`config.mk`:
```
export PLATFORM = sky130hd
export DESIGN_NAME = metro_card_reader_rx
export DESIGN_NICKNAME = d
export VERILOG_FILES = /design/src/rtl/metro_pkg.sv /design/src/rtl/metro_rx_timeout.sv /design/src/rtl/metro_card_reader_rx.sv
export SDC_FILE = /design/constraint.sdc
export NUM_CORES = 1
export LEC_CHECK = 0
export CORE_ASPECT_RATIO = 0.9
export CORE_MARGIN = 5
export CORE_UTILIZATION = 55
export CTS_CLUSTER_SIZE = 30
export DETAILED_ROUTE_END_ITERATION = 7
export HOLD_SLACK_MARGIN = 0.12
export PLACE_DENSITY = 0.83
export SYNTH_ARGS = -nofsm -noshare
export SYNTH_HDL_FRONTEND = slang
export SYNTH_SLANG_ARGS = --single-unit
```
`constraint.sdc`:
```
create_clock -name clk -period 3.55 [get_ports clk]
set_input_delay 0.5325 -clock clk [delete_from_list [all_inputs] [get_ports clk]]
set_output_delay 0.5325 -clock clk [all_outputs]
set_load 0.005 [all_outputs]
```
`src/rtl/metro_pkg.sv`:
```
// Shared definitions for the metro card receiver and its turnstile neighbour.
// The receiver's parity feature is selected with the CARDRX_PARITY_EN macro.
package metro_pkg;

  localparam int CODE_W_DEFAULT = 4;

  // Turnstile valid-code window, enforced downstream and reused by benches.
  localparam int CODE_MIN = 4;
  localparam int CODE_MAX = 11;

  typedef enum logic [2:0] {
    IDLE   = 3'd0,
    DATA   = 3'd1,
    PARITY = 3'd2,
    STOP   = 3'd3,
    HOLD   = 3'd4
  } rx_state_e;

endpackage

```
`src/rtl/metro_rx_timeout.sv`:
```
// Saturating idle-cycle counter for the card receiver; 'expired' is high for
// the single cycle in which the TIMEOUT_CYCLES-th strobe-free cycle occurs.
module metro_rx_timeout #(
  parameter int TIMEOUT_CYCLES = 64
) (
  input  logic clk,
  input  logic rst,
  input  logic en,
  input  logic clr,
  output logic expired
);

  localparam int CNT_W = $clog2(TIMEOUT_CYCLES + 1);
  localparam logic [CNT_W-1:0] CNT_SAT  = CNT_W'(TIMEOUT_CYCLES);
  localparam logic [CNT_W-1:0] CNT_FIRE = CNT_W'(TIMEOUT_CYCLES - 1);

  logic [CNT_W-1:0] cnt_q;
  logic [CNT_W-1:0] cnt_d;

  // Next count: clear wins, otherwise count up to saturation while enabled.
  always_comb begin
    cnt_d = cnt_q;
    if (clr) begin
      cnt_d = '0;
    end else if (en && (cnt_q != CNT_SAT)) begin
      cnt_d = cnt_q + CNT_W'(1);
    end else begin
      cnt_d = cnt_q;
    end
  end

  assign expired = en && !clr && (cnt_q == CNT_FIRE);

  // Counter register.
  always_ff @(posedge clk) begin
    if (rst) begin
      cnt_q <= '0;
    end else begin
      cnt_q <= cnt_d;
    end
  end

endmodule

```
`src/rtl/metro_card_reader_rx.sv`:
```
// Serial card-frame receiver feeding the turnstile FSM: start, MSB-first data,
// optional even parity (CARDRX_PARITY_EN), stop; holds the code while busy.
module metro_card_reader_rx
  import metro_pkg::*;
#(
  parameter int CODE_W         = CODE_W_DEFAULT,
  parameter int TIMEOUT_CYCLES = 64
) (
  input  logic              clk,
  input  logic              rst,
  input  logic              card_bit,
  input  logic              card_strobe,
  input  logic              downstream_busy,
  output logic [CODE_W-1:0] access_code,
  output logic              validate_code,
  output logic              frame_error,
  output logic              rx_busy
);

  localparam int BIT_CNT_W = $clog2(CODE_W + 1);
  localparam logic [BIT_CNT_W-1:0] LAST_BIT = BIT_CNT_W'(CODE_W - 1);

  rx_state_e             state_q, state_d;
  logic [CODE_W-1:0]     shift_q, shift_d;
  logic [BIT_CNT_W-1:0]  bit_cnt_q, bit_cnt_d;
  logic [CODE_W-1:0]     access_code_q, access_code_d;
  logic                  validate_q, validate_d;
  logic                  frame_error_q, frame_error_d;
  logic                  rx_busy_q, rx_busy_d;
  logic                  frame_bad;
  logic                  timer_en;
  logic                  timer_clr;
  logic                  timer_expired;

`ifdef CARDRX_PARITY_EN
  logic                  parity_err_q, parity_err_d;

  function automatic logic even_parity(input logic [CODE_W-1:0] data);
    return ^data;
  endfunction
`endif

  // The timer only measures gaps inside a frame; outside it is held cleared.
  assign timer_en  = (state_q == DATA) || (state_q == PARITY) || (state_q == STOP);
  assign timer_clr = card_strobe || !timer_en;

  metro_rx_timeout #(
    .TIMEOUT_CYCLES(TIMEOUT_CYCLES)
  ) u_timeout (
    .clk    (clk),
    .rst    (rst),
    .en     (timer_en),
    .clr    (timer_clr),
    .expired(timer_expired)
  );

`ifdef CARDRX_PARITY_EN
  assign frame_bad = !card_bit || parity_err_q;
`else
  assign frame_bad = !card_bit;
`endif

  // Next-state and registered-output logic; a strobe always beats a timeout.
  always_comb begin
    state_d       = state_q;
    shift_d       = shift_q;
    bit_cnt_d     = bit_cnt_q;
    access_code_d = access_code_q;
    validate_d    = 1'b0;
    frame_error_d = 1'b0;
`ifdef CARDRX_PARITY_EN
    parity_err_d  = parity_err_q;
`endif
    case (state_q)
      IDLE: begin
        if (card_strobe && !card_bit) begin
          state_d   = DATA;
          bit_cnt_d = '0;
`ifdef CARDRX_PARITY_EN
          parity_err_d = 1'b0;
`endif
        end else begin
          state_d = IDLE;
        end
      end
      DATA: begin
        if (card_strobe) begin
          shift_d   = {shift_q[CODE_W-2:0], card_bit};
          bit_cnt_d = bit_cnt_q + BIT_CNT_W'(1);
          if (bit_cnt_q == LAST_BIT) begin
`ifdef CARDRX_PARITY_EN
            state_d = PARITY;
`else
            state_d = STOP;
`endif
          end else begin
            state_d = DATA;
          end
        end else if (timer_expired) begin
          frame_error_d = 1'b1;
          state_d       = IDLE;
        end else begin
          state_d = DATA;
        end
      end
`ifdef CARDRX_PARITY_EN
      PARITY: begin
        if (card_strobe) begin
          parity_err_d = (card_bit != even_parity(shift_q));
          state_d      = STOP;
        end else if (timer_expired) begin
          frame_error_d = 1'b1;
          state_d       = IDLE;
        end else begin
          state_d = PARITY;
        end
      end
`endif
      STOP: begin
        if (card_strobe) begin
          if (frame_bad) begin
            frame_error_d = 1'b1;
            state_d       = IDLE;
          end else if (!downstream_busy) begin
            access_code_d = shift_q;
            validate_d    = 1'b1;
            state_d       = IDLE;
          end else begin
            state_d = HOLD;
          end
        end else if (timer_expired) begin
          frame_error_d = 1'b1;
          state_d       = IDLE;
        end else begin
          state_d = STOP;
        end
      end
      HOLD: begin
        if (!downstream_busy) begin
          access_code_d = shift_q;
          validate_d    = 1'b1;
          state_d       = IDLE;
        end else begin
          state_d = HOLD;
        end
      end
      default: begin
        state_d = IDLE;
      end
    endcase
    rx_busy_d = (state_d != IDLE);
  end

  // State, datapath and output registers.
  always_ff @(posedge clk) begin
    if (rst) begin
      state_q       <= IDLE;
      shift_q       <= '0;
      bit_cnt_q     <= '0;
      access_code_q <= '0;
      validate_q    <= 1'b0;
      frame_error_q <= 1'b0;
      rx_busy_q     <= 1'b0;
`ifdef CARDRX_PARITY_EN
      parity_err_q  <= 1'b0;
`endif
    end else begin
      state_q       <= state_d;
      shift_q       <= shift_d;
      bit_cnt_q     <= bit_cnt_d;
      access_code_q <= access_code_d;
      validate_q    <= validate_d;
      frame_error_q <= frame_error_d;
      rx_busy_q     <= rx_busy_d;
`ifdef CARDRX_PARITY_EN
      parity_err_q  <= parity_err_d;
`endif
    end
  end

  assign access_code   = access_code_q;
  assign validate_code = validate_q;
  assign frame_error   = frame_error_q;
  assign rx_busy       = rx_busy_q;

endmodule
```
==> results.yml <==
power_and_ir_drop:
  power_frac_seq_pct: 54.1
  clkPwrFrac_pct: 38.8
  p_leak_nw: 0.4307
  p_total_mw: 0.5078
  ir_drop_v: 0.0002050
  p_per_area_mw_per_mm2: 398.3
  combPwrFrac_pct: 7.1
  intPower_mw: 0.4030
  p_switching_mw: 0.1048
  swShare_pct: 20.63
status:
  outcome: "finished, final reports clean"
cts:
  clock_sinks: 24
  numCtsBuffers: 3
  htreeDepth: 1
  cts_tree: "built"
  root_buffer: "clkbuf_4"
  cts.path.max_buffers: 2
  post-cts-setup-buffers: 0
  path_clk_slew_ns: 0.13
  cts_resized: 0
  postCtsHoldBufs: 0
  clk_latency_ns: 0.31
grt:
  antenna_found_initial: 0
  groute.usage.overall_pct: 16.35
  grt_first_pass_wirelength_mm: 3.801
  grt_max_degree: 23
  globalRouteOverflowTotal: 0
  grt_pass1_vias: 911
detailed_routing:
  ant_nets: 0
  vias: 829
  wire_per_inst_microns: 13.20
  drc: 0
  finalWirelength_mm: 2.019
  dr.pass1.iters: 4
  drt_iter0_markers: 13
  viasPerCell: 5.418
die:
  fp.dieArea_sq_mm: 0.003031
  initial_utilization_pct: 57.73
  core-area_sq_mm: 0.001933
  die_x_microns: 57.49
  rows: 15
  ios: 12
  dieHeight_microns: 52.74
cells_and_area:
  synthToLayoutAreaGrowth_pct: 14.24
  nFillCells: 160
  post-route-util_pct: 65.95
  nets: 138
  instances_no_fill: 153
  drive_above_1_share_pct: 7.031
  num_antenna_cells: 0
  stdcell_area_sq_mm: 0.001275
logic_synthesis:
  yosysSeqAreaShare_pct: 43.05
  synth_most_common_cell: "dfxtp_1"
  synth.cell_area_sq_mm: 0.001116
  yosysWarnings: 0
  ys_async_sr_fraction_pct: 0
  syn_nets: 127
  synth_common_cells: "dfxtp_1 (24), nor2_1 (19), mux2i_1 (10)"
  synth_top_area_cell: "dfxtp_1"
  synth_area_leaders: "dfxtp_1 (43%), mux2i_1 (9.0%), nor2_1 (6.4%), nand2b_1 (5.0%), ha_1 (4.5%)"
  syn-instance-count: 118
  synth_cell_types: 33
  ys_ff_latch: 24
  netlist.area_leader.share_pct: 43.05
  synth_edf_count: 0
  synth_ff_type: "dfxtp_1"
  syn_area_per_cell_sq_um: 9.458
sta:
  hold_violations: 0
  slew_headroom_pct: 56.32
  holdWs_ns: 0.4806
  tightestPinTransition_ns: 0.6531
  finClkSkew_ns: 0.001028
  rsz0062_at_grt: "false"
  fmax_mhz: 456.3
  fin_setup_tns_ns: 0
  drv_slew: 0
  period_share_pct: 61.74
  period_needed_ns: 2.192
  setup_viol: 0
  setup_ws_ns: 1.358
worst_setup_path:
  required_ns: 3.79
  worstSetupEndpointType: "flop"
  startpoint_type: "input port"
  cp_max_fo: 9
  rr_worst_depth: 4
  cp.arrival_ns: 2.43
  critPathKind: "in2reg"
run:
  maxCapViolations: 0
placement:
  placed_cell_area_sq_mm: 0.001222
  dp_cells: 149
  dp_hpwl_mm: 1.437
  dp_slack_ns: 1.029
  io_buffers: 11
  place.gp.congestion: 0.8502
worst_hold_path:
  min_path_cells: 2
  holdCritPathClass: "reg2reg"
-- cells in the final DEF (no fill, tap or decap) --
master and count:
xor2_1 2, o21ai_0 1, nand2_1 5, a311oi_2 1
a31oi_1 2, nor2_2 1, nor3_1 4, or4b_1 1
nor4_1 2, or3b_1 1, nor2b_1 2, o21ba_2 1
bufinv_16 1, o32ai_1 1, inv_1 4, nand3b_1 1
dfxtp_1 24, nand4_1 3, nand3_1 1, a21bo_2 1
a22oi_1 1, nor3b_1 1, xnor2_1 3, clkbuf_4 3
ha_1 4, and3_1 3, and4bb_1 1, mux2i_1 10
clkdlybuf4s50_1 11, nand2b_1 9, a21oi_1 3, nor2_1 19
a31oi_4 1
-- kinds of logic after synthesis --
kind of cell / Yosys count / share of synthesized area [%]
AOI/OAI and AO/OA: 12 / 9.416
buffers and inverters: 9 / 4.484
xor gates and xnor gates: 5 / 3.924
and+or+nand+nor: 54 / 25.67
DFF: 24 / 43.05
adders and majority gates: 4 / 4.484
muxes: 10 / 8.969
-- sequential cells by signal, summed over array words and instances (netlist names) --
name and count:
access_code 4, bit_cnt_q 3, frame_error 1, rx_busy 1, shift_q 4, state_q 3, u_timeout.cnt_q 7, validate_code 1
-- path summary, 6_finish.rpt --
check                from            to  slack, ns
min reg2reg  bit_cnt_q[1]  bit_cnt_q[1]       0.48
max           card_strobe  bit_cnt_q[1]       1.36
min          bit_cnt_q[1]  bit_cnt_q[1]       0.48
max reg2reg    state_q[2]  bit_cnt_q[1]       1.80
-- power by group through the flow --
stage / Combinational (mW) / Clock (mW) / Sequential [mW]
after detailed placement: 0.0359 / 0 / 0.280
after global placement: 0.0349 / 0 / 0.280
after global routing: 0.0400 / 0.210 / 0.275
final: 0.0361 / 0.197 / 0.275
after CTS: 0.0362 / 0.201 / 0.275
after floorplan: 0.0262 / 0 / 0.280
-- cell type report --
class | instances | area (sq um) | share of cell area, %
clock buffers | 3 | 22.52 | 1.766
clock inverters | 1 | 30.03 | 2.355
well taps | 25 | 31.28 | 2.453
repair buffers | 11 | 110.1 | 8.636
flip-flops and latches | 24 | 480.5 | 37.68
inverters | 4 | 15.01 | 1.178
multi-input cells | 85 | 585.6 | 45.93
-- worst max-delay path, stage by stage --
cell,delay [ns]
clkdlybuf4s50_1,0.68
and4bb_1,0.49
a31oi_4,0.07
or4b_1,0.51
a21oi_1,0.16
-- metal layers --
metal	vias to the layer above	global-route usage, %	routed length (microns)
met5	-	0	0
met4	0	10.04	48
met3	6	3.448	79
met2	19	26.69	872
met1	378	19.58	1018
li1	426	-	-
Power figures use the tool's default switching activity.
